--- src/rtl/z_run_monitor_pkg.sv ---
// ---------------------------------------------------------------------------
// z_run_monitor_pkg
// Shared definitions for the z run monitor: run-tracking FSM state encoding
// and the default widths / minimum qualifying run length.
// ---------------------------------------------------------------------------
package z_run_monitor_pkg;

    // Run-tracking FSM states
    typedef enum logic {
        ST_IDLE = 1'b0,
        ST_RUN  = 1'b1
    } run_state_e;

    // Default parameter values
    localparam int DEF_LEN_W   = 4;
    localparam int DEF_CNT_W   = 8;
    localparam int DEF_MIN_RUN = 2;

endpackage : z_run_monitor_pkg

--- src/rtl/z_run_monitor_if.sv ---
// ---------------------------------------------------------------------------
// z_run_monitor_if
// Bundles the detector input, the software clear, and the event
// valid/ack reporting signals of the z run monitor.
//   master : drives z, clear, evt_ack; observes the event/status outputs
//   slave  : the monitor itself (consumes z/clear/evt_ack, drives outputs)
// Signals:
//   z          detector output, sampled every rising edge
//   clear      synchronous clear of evt_count and overflow
//   evt_ack    consumer accepts the pending event
//   evt_valid  event pending, held until acked
//   evt_len    length of the pending run (LEN_W bits)
//   evt_count  qualified events since reset/clear (CNT_W bits, saturating)
//   overflow   sticky: an event was lost
// ---------------------------------------------------------------------------
interface z_run_monitor_if #(
    parameter int LEN_W = 4,
    parameter int CNT_W = 8
) ();
    logic             z;
    logic             clear;
    logic             evt_ack;
    logic             evt_valid;
    logic [LEN_W-1:0] evt_len;
    logic [CNT_W-1:0] evt_count;
    logic             overflow;

    modport master (
        output z, clear, evt_ack,
        input  evt_valid, evt_len, evt_count, overflow
    );

    modport slave (
        input  z, clear, evt_ack,
        output evt_valid, evt_len, evt_count, overflow
    );
endinterface : z_run_monitor_if

--- src/rtl/z_run_monitor_sat_counter.sv ---
// ---------------------------------------------------------------------------
// z_run_monitor_sat_counter
// W-bit saturating up-counter with asynchronous active-high reset.
// clr has priority over inc; once all ones the counter holds.
// Ports:
//   clk    rising-edge clock
//   reset  asynchronous, active-high reset (q -> 0)
//   inc    count up by one (unless saturated)
//   clr    synchronous clear to 0
//   q      current count
// ---------------------------------------------------------------------------
module z_run_monitor_sat_counter #(
    parameter int W = 4
) (
    input  logic         clk,
    input  logic         reset,
    input  logic         inc,
    input  logic         clr,
    output logic [W-1:0] q
);

    logic [W-1:0] cnt_q;
    logic [W-1:0] cnt_d;

    always_comb begin
        cnt_d = cnt_q;
        if (clr) begin
            cnt_d = '0;
        end else if (inc && (cnt_q != {W{1'b1}})) begin
            cnt_d = cnt_q + 1'b1;
        end
    end

    always_ff @(posedge clk or posedge reset) begin
        if (reset) begin
            cnt_q <= '0;
        end else begin
            cnt_q <= cnt_d;
        end
    end

    assign q = cnt_q;

endmodule : z_run_monitor_sat_counter

--- src/rtl/z_run_monitor.sv ---
// ---------------------------------------------------------------------------
// z_run_monitor
// Measures runs of consecutive z=1 cycles. A run that ends with at least
// MIN_RUN cycles is a qualified event: its (saturated) length is presented
// on evt_len with evt_valid held until evt_ack. A qualified end while an
// un-acked event is pending is lost (oldest kept) and sets sticky overflow.
// evt_count counts every qualified end, saturating.
// Ports:
//   clk    rising-edge clock
//   reset  asynchronous, active-high reset
//   bus    z_run_monitor_if.slave (z, clear, evt_ack in;
//          evt_valid, evt_len, evt_count, overflow out)
// ---------------------------------------------------------------------------
module z_run_monitor
    import z_run_monitor_pkg::*;
#(
    parameter int LEN_W   = DEF_LEN_W,
    parameter int CNT_W   = DEF_CNT_W,
    parameter int MIN_RUN = DEF_MIN_RUN
) (
    input  logic           clk,
    input  logic           reset,
    z_run_monitor_if.slave bus
);

    run_state_e       state_q, state_d;
    logic             evt_valid_q, evt_valid_d;
    logic [LEN_W-1:0] evt_len_q, evt_len_d;
    logic             overflow_q, overflow_d;

    logic [LEN_W-1:0] run_len;
    logic [CNT_W-1:0] evt_count;
    logic             run_end;
    logic             qual_end;

    // A run ends on the edge where we are in RUN and z has dropped.
    assign run_end  = (state_q == ST_RUN) && !bus.z;
    assign qual_end = run_end && (run_len >= LEN_W'(MIN_RUN));

    // run_len: entering RUN from IDLE counts from 0 to 1, so inc=z covers
    // both the first cycle and the continuation; cleared as the run ends.
    z_run_monitor_sat_counter #(.W(LEN_W)) u_run_len (
        .clk   (clk),
        .reset (reset),
        .inc   (bus.z),
        .clr   (run_end),
        .q     (run_len)
    );

    // Counts every qualified end, including lost ones; clear wins.
    z_run_monitor_sat_counter #(.W(CNT_W)) u_evt_count (
        .clk   (clk),
        .reset (reset),
        .inc   (qual_end),
        .clr   (bus.clear),
        .q     (evt_count)
    );

    always_comb begin
        state_d     = state_q;
        evt_valid_d = evt_valid_q;
        evt_len_d   = evt_len_q;
        overflow_d  = overflow_q;

        unique case (state_q)
            ST_IDLE: if (bus.z)  state_d = ST_RUN;
            ST_RUN:  if (!bus.z) state_d = ST_IDLE;
            default: state_d = ST_IDLE;
        endcase

        if (qual_end) begin
            if (!evt_valid_q) begin
                evt_valid_d = 1'b1;
                evt_len_d   = run_len;
            end else if (bus.evt_ack) begin
                // Old event consumed this edge; the new one takes its slot.
                evt_len_d   = run_len;
            end else begin
                // Slot still occupied: keep the oldest, flag the loss.
                overflow_d  = 1'b1;
            end
        end else if (evt_valid_q && bus.evt_ack) begin
            evt_valid_d = 1'b0;
        end

        if (bus.clear) begin
            overflow_d = 1'b0;
        end
    end

    always_ff @(posedge clk or posedge reset) begin
        if (reset) begin
            state_q     <= ST_IDLE;
            evt_valid_q <= 1'b0;
            evt_len_q   <= '0;
            overflow_q  <= 1'b0;
        end else begin
            state_q     <= state_d;
            evt_valid_q <= evt_valid_d;
            evt_len_q   <= evt_len_d;
            overflow_q  <= overflow_d;
        end
    end

    assign bus.evt_valid = evt_valid_q;
    assign bus.evt_len   = evt_len_q;
    assign bus.evt_count = evt_count;
    assign bus.overflow  = overflow_q;

endmodule : z_run_monitor

--- src/flat_wrapper.sv ---
// flat-port wrapper written by rule: the top's interface ports become plain ports
module z_run_monitor_flat import z_run_monitor_pkg::*;
#(
    parameter int LEN_W   = DEF_LEN_W,
    parameter int CNT_W   = DEF_CNT_W,
    parameter int MIN_RUN = DEF_MIN_RUN
)
  (clk, reset, bus_z, bus_clear, bus_evt_ack, bus_evt_valid, bus_evt_len, bus_evt_count, bus_overflow);
  z_run_monitor_if #(.LEN_W(LEN_W), .CNT_W(CNT_W)) bus_i ();
  input  logic clk;
  input  logic reset;
  input wire logic [$bits(bus_i.z)-1:0] bus_z;
  input wire logic [$bits(bus_i.clear)-1:0] bus_clear;
  input wire logic [$bits(bus_i.evt_ack)-1:0] bus_evt_ack;
  output wire logic [$bits(bus_i.evt_valid)-1:0] bus_evt_valid;
  output wire logic [$bits(bus_i.evt_len)-1:0] bus_evt_len;
  output wire logic [$bits(bus_i.evt_count)-1:0] bus_evt_count;
  output wire logic [$bits(bus_i.overflow)-1:0] bus_overflow;
  assign bus_i.z = bus_z;
  assign bus_i.clear = bus_clear;
  assign bus_i.evt_ack = bus_evt_ack;
  assign bus_evt_valid = bus_i.evt_valid;
  assign bus_evt_len = bus_i.evt_len;
  assign bus_evt_count = bus_i.evt_count;
  assign bus_overflow = bus_i.overflow;
  z_run_monitor #(.LEN_W(LEN_W), .CNT_W(CNT_W), .MIN_RUN(MIN_RUN)) u_core (.clk(clk), .reset(reset), .bus(bus_i));
endmodule
--- config.mk ---
export PLATFORM = sky130hd
export DESIGN_NAME = z_run_monitor_flat
export DESIGN_NICKNAME = d
export VERILOG_FILES = /design/src/rtl/z_run_monitor_pkg.sv /design/src/rtl/z_run_monitor_if.sv /design/src/rtl/z_run_monitor_sat_counter.sv /design/src/rtl/z_run_monitor.sv /design/src/flat_wrapper.sv
export SDC_FILE = /design/constraint.sdc
export NUM_CORES = 1
export LEC_CHECK = 0
export CORE_ASPECT_RATIO = 0.7
export CORE_UTILIZATION = 39
export CTS_CLUSTER_SIZE = 25
export DETAILED_ROUTE_END_ITERATION = 8
export GPL_TIMING_DRIVEN = 0
export PLACE_DENSITY = 0.61
export SYNTH_ARGS = -nofsm -noshare
export SYNTH_HDL_FRONTEND = slang
export SYNTH_HIERARCHICAL = 1
export SYNTH_SLANG_ARGS = --single-unit
export TNS_END_PERCENT = 50
--- constraint.sdc ---
create_clock -name clk -period 4.2 [get_ports clk]
set_clock_uncertainty 0.15 [all_clocks]
set_input_delay 0.63 -clock clk [delete_from_list [all_inputs] [get_ports clk]]
set_output_delay 0.63 -clock clk [all_outputs]
set_load 0.01 [all_outputs]
-- Yosys cells after proc, flatten, opt, wreduce, memory -nomap -nowiden
Index checks and enable logic that the tools add are counted.
- flip-flop bits (word level): 19
- output and inout bits: 14
- equality and inequality tests: 4
- reductions and logical operators: 13
- magnitude comparators: 1
- add/sub/neg operators: 2
- multiplexer cells: 13
- operators with widths (cell ; number):
    $mux 4 ; 4
    $mux 8 ; 2
    $reduce_bool 2->1 ; 5
    $add 8x1->8 const B ; 1
    $ne 8x8->1 const B ; 1
    $mux 1 ; 7
    $logic_and 1x1->1 ; 5
    $add 4x1->4 const B ; 1
    $ge 4x2->1 const B ; 1
    $ne 2x2->1 const B ; 2
    $ne 4x4->1 const B ; 1
    $reduce_and 3->1 ; 1
    $reduce_and 2->1 ; 1
    $logic_not 1->1 ; 1

-- Depth between registers and ports, before layout
Gate-level depths: netlist (run 1).
- depth after elaboration: 6
- depth in mapped cells: 5
- mapped depth without buffers: 5

-- Cells and area by module
The synthesis (run 1) kept the hierarchy.
- by module, submodules not included (module ; area each (µm²) ; times used ; cells an instance):
    z_run_monitor_sat_counter (u_core.u_evt_count) ; 504.2 ; 1 ; 49
    z_run_monitor ; 315.3 ; 1 ; 22
    z_run_monitor_sat_counter (u_core.u_run_len) ; 230.2 ; 1 ; 21

-- Worst setup path before layout (run 1)
No wires, ideal clock.
- path type: in2reg
- start point: input bus_z
- end point: register u_core.u_evt_count.cnt_q[5] (netlist: u_core/u_evt_count/q[5])
- setup time: 125 ps
- setup slack: 2129 ps
- stages on the path: 5
- arrival time: 1796 ps
- cell sequence: nand2b_1 > nor2_1 > nand4_1 > a211oi_2 > mux2_4
- longest elaborated chain between the ends: 5
- ends and longest elaborated chain (what ; line ; RTL):
    from (decl) ; flat_wrapper.sv:12 ; input wire logic [$bits(bus_i.z)-1:0] bus_z;
    $logic_not 1->1 ; z_run_monitor.sv:37 ; assign run_end = (state_q == ST_RUN) && !bus.z;
    $logic_and 1x1->1 ; z_run_monitor.sv:37 ;
    $logic_and 1x1->1 ; z_run_monitor.sv:38 ; assign qual_end = run_end && (run_len >= LEN_W'(MIN_RUN));
    $logic_and 1x1->1 ; z_run_monitor_sat_counter.sv:29 ; end else if (inc && (cnt_q != {W{1'b1}})) begin
    $reduce_bool 2->1 (no line) ; - ;
    to (signal assigned) ; z_run_monitor_sat_counter.sv:38 ; cnt_q <= cnt_d;
    to (decl) ; z_run_monitor_sat_counter.sv:22 ; logic [W-1:0] cnt_q;
No other way between the ends.
A chain may end at the register's enable or synchronous reset.

-- Worst setup path in the final report (run 1)
Same ends and word-level chain as after synthesis.

==> run_results.csv, run 1 <==
group,metric,value,unit
floorplan,die_w,64.0,um
floorplan,initial_core_util,0.421,
synth,syn-instance-count,92,
synth,syn_nets,99,
synth,synth_cell_types,33,
synth,synth-seq-cells,19,
routing,vias_per_cell,4.94,
critical_path,worst_setup_path_end_kind,"register",
grt,grt_util_all_layers,0.156,
place,detailedPlacementHpwl,1.48,mm
sta,fin_setup_tns,0,ns
grt,grt-ovfl-total,0,
grt,antenna_found_initial,0,
finish,final_nets,122,
routing,dr.max_layer_used,"met4",
worst_hold_path,hold_path_class,"register to register",
sta,period_minus_slack,2.59,ns
clock_network,htreeDepth,1,
finish,postLayoutCellArea,1320,sq um
sta,relSlewSlack,0.707,
routing,first_iter_violations,16,
routing,vias,731,
critical_path,r2r-end,"u_core/u_evt_count/q[5]",
routing,dr_wl_met2,716,um
synth,ys_seq_area_frac,0.453,
floorplan,dieArea,2910,sq um
run,max-cap-violations,0,
finish,drive_above_1_share,0.184,
critical_path,worstPathRequired,4.19,ns
sta,period_share,0.616,
grt,grt_pass1_vias,694,
critical_path,r2r_setup_slack,2.16,ns
floorplan,row_count,15,
worst_hold_path,whs_endpoint,"u_core/bus.overflow",
sta,hold_viol,0,
sta,clock.fmax,0.386,GHz
clock_network,numCtsBuffers,3,
place,gp_congestion,0.707,
routing,wirelength,1.90,mm
clock_network,postCtsSetupBuffers,0,
floorplan,core,2500,sq um
finish,syn_to_final_growth,25.5,%
pwr,powerDensity,398,nW/um^2
clock_network,clkLatencyLatePin,0.25,ns
finish,multiInputGateArea,533,sq um
place,io_buffers,18,
finish,antenna_cells,0,
grt,grt_first_pass_wirelength,3.31,mm
routing,wl_per_cell,12.9,um
critical_path,crit_type,"primary input to register",
worst_hold_path,min_from,"u_core/bus.overflow",
clock_network,cts_resized,0,
floorplan,die_y,45.4,um
routing,drt-pass1-iter-count,4,
critical_path,crit_fanout,6,
pwr,irDropWorstVdd,150,uV
clock_network,clk_pin_slew,0.07,ns
pwr,p_leak,0.587,nW
worst_hold_path,hold_path_depth,2,
clock_network,tritoncts,"done",
critical_path,ff2ff_path_depth,5,
sta,rsz0062_at_grt,"no",
sta,slew_viol_final,0,
clock_network,cts_sinks,19,
routing,wl_met3,83,um
synth,postSynthAreaPerCell,11.4,sq um
routing,ant_nets,0,
critical_path,cp.arrival,2.58,ns
critical_path,r2r-start,"u_core/u_run_len/q[2]",
place,placed_cell_area,1270,sq um
clock_network,hold_buffers,0,
synth,yosys_warnings,6,
sta,worst_slew_pin_slew,0.440,ns
clock_network,clock_tree.root_cell,"clkbuf_8",
clock_network,cts_buffer_depth,2,
routing,drc,0,
outcome,status,"finished clean",
routing,drt-met1-wl,1.10,mm
synth,synth_area,1050,sq um
critical_path,cp-start-kind,"primary input",
grt,grt_max_degree,11,
finish,regArea,475,sq um
floorplan,io_pins,19,
finish,fillers,226,
sta,finalSetupViolations,0,
[power by group]
group	switching [mW]	internal, mW
registers	0.0318	0.214
logic	0.0610	0.0954
clock network	0.0553	0.0673
[kinds of logic (layout without fill, tap and decap cells)]
logic type      after synthesis  count (layout)  share of synthesized area
simple gates                 38              38                      0.223
flops                        19              19                      0.453
fa+ha+maj                     2               2                     0.0238
compound gates               13              13                      0.113
mux                          11              11                      0.148
buf+inv                       9              31                     0.0393
[per-stage QoR]
stage                     worst slack (ns)  instances  hold slack (ns)  total power [mW]   util
final                                 1.61        148            0.354             0.524  0.528
after global routing                  1.52        148            0.388             0.563  0.528
after CTS                             1.63        148            0.368             0.533  0.528
after detailed placement              1.37        144            0.343             0.406  0.510
after global placement                1.39        144            0.334             0.403  0.510
after floorplan                       2.13         92            0.246             0.344      -
[worst max-delay path, cell delays in order]
cell and delay (ns):
clkdlybuf4s50_1 0.49, nand2b_1 0.25, nor2_1 0.30, nand4_1 0.28
a211oi_2 0.31, mux2_4 0.32
[cells in the final DEF, fill, tap and decap left out, types with 4 or more instances in the layout]
master | synthesis | layout
clkdlybuf4s50_1 | 0 | 18
dfrtp_1 | 19 | 19
inv_1 | 7 | 7
mux2_4 | 9 | 9
nand2_1 | 4 | 4
nand2b_1 | 4 | 4
nor2_1 | 7 | 7
nor2b_1 | 5 | 5
[cell usage after synthesis, drive strengths merged]
master,number,area [sq um]
buf,1,11.3
nor2b,6,45.0
o21bai,1,7.51
mux2i,2,20.0
mux2,9,135
a21boi,1,11.3
o311a,1,10.0
and3,1,6.26
nand2,4,15.0
nand3,2,10.0
and2b,1,7.51
and4,2,17.5
nor2,7,26.3
dfrtp,19,475
nor3,5,41.3
nand4,3,18.8
clkbuf,1,3.75
or3,1,6.26
nand4b,1,8.76
a21oi,5,32.5
inv,7,26.3
or2,1,6.26
a211oi,2,20.0
o211a,1,10.0
nand2b,4,25.0
ha,2,25.0
a31oi,2,27.5
[how the worst max path moves through the flow]
stage	from	to	slack, ns	cells past startpoint
after global placement	bus_z	u_core/u_evt_count/q[5]	1.39	6
after floorplan	bus_z	u_core/u_evt_count/q[5]	2.13	5
after detailed placement	bus_z	u_core/u_evt_count/q[5]	1.37	6
after CTS	bus_z	u_core/u_evt_count/q[5]	1.63	6
final	bus_z	u_core/u_evt_count/q[5]	1.61	6
after global routing	bus_z	u_core/u_evt_count/q[5]	1.52	6
[layer usage]
layer / up-vias / GRT usage
li1: 373 / -
met1: 345 / 0.238
met2: 11 / 0.202
met3: 2 / 0.0650
met4: 0 / 0.0273
met5: - / 0
[state kept, by name, summed over array words and instances, names as in the netlist]
register,cells
u_core/bus.evt_valid,1
u_core/state_q,1
u_core/u_run_len/q,4
u_core/bus.evt_len,4
u_core/u_evt_count/q,8
u_core/bus.overflow,1
[area by class of cell]
type / count / area share
repair buffers: 18 / 0.137
multi-input cells: 64 / 0.405
plain buffers: 2 / 0.0114
well taps: 34 / 0.0323
inverters: 7 / 0.0199
flip-flops and latches: 19 / 0.361
clock buffers: 4 / 0.0342
No activity file was read; power rests on OpenSTA's default activity.
==> run 2, diff against run 1 <==
clock period = 2.6 ns   (was 4.2 ns; I/O delays follow)
==> results of run 2 <==
The final DEF is identical to that of run 1. Status: finished clean.
Among the figures that moved: setup slack after placement 1.37 ns -> 0.0114 ns; setup slack after layout 1.61 ns -> 0.252 ns; hold slack 0.354 ns -> 0.233 ns; register-to-register setup slack 2.16 ns -> 0.56 ns; total power 0.524 mW -> 0.847 mW; worst IR drop on VDD 150 uV -> 243 uV
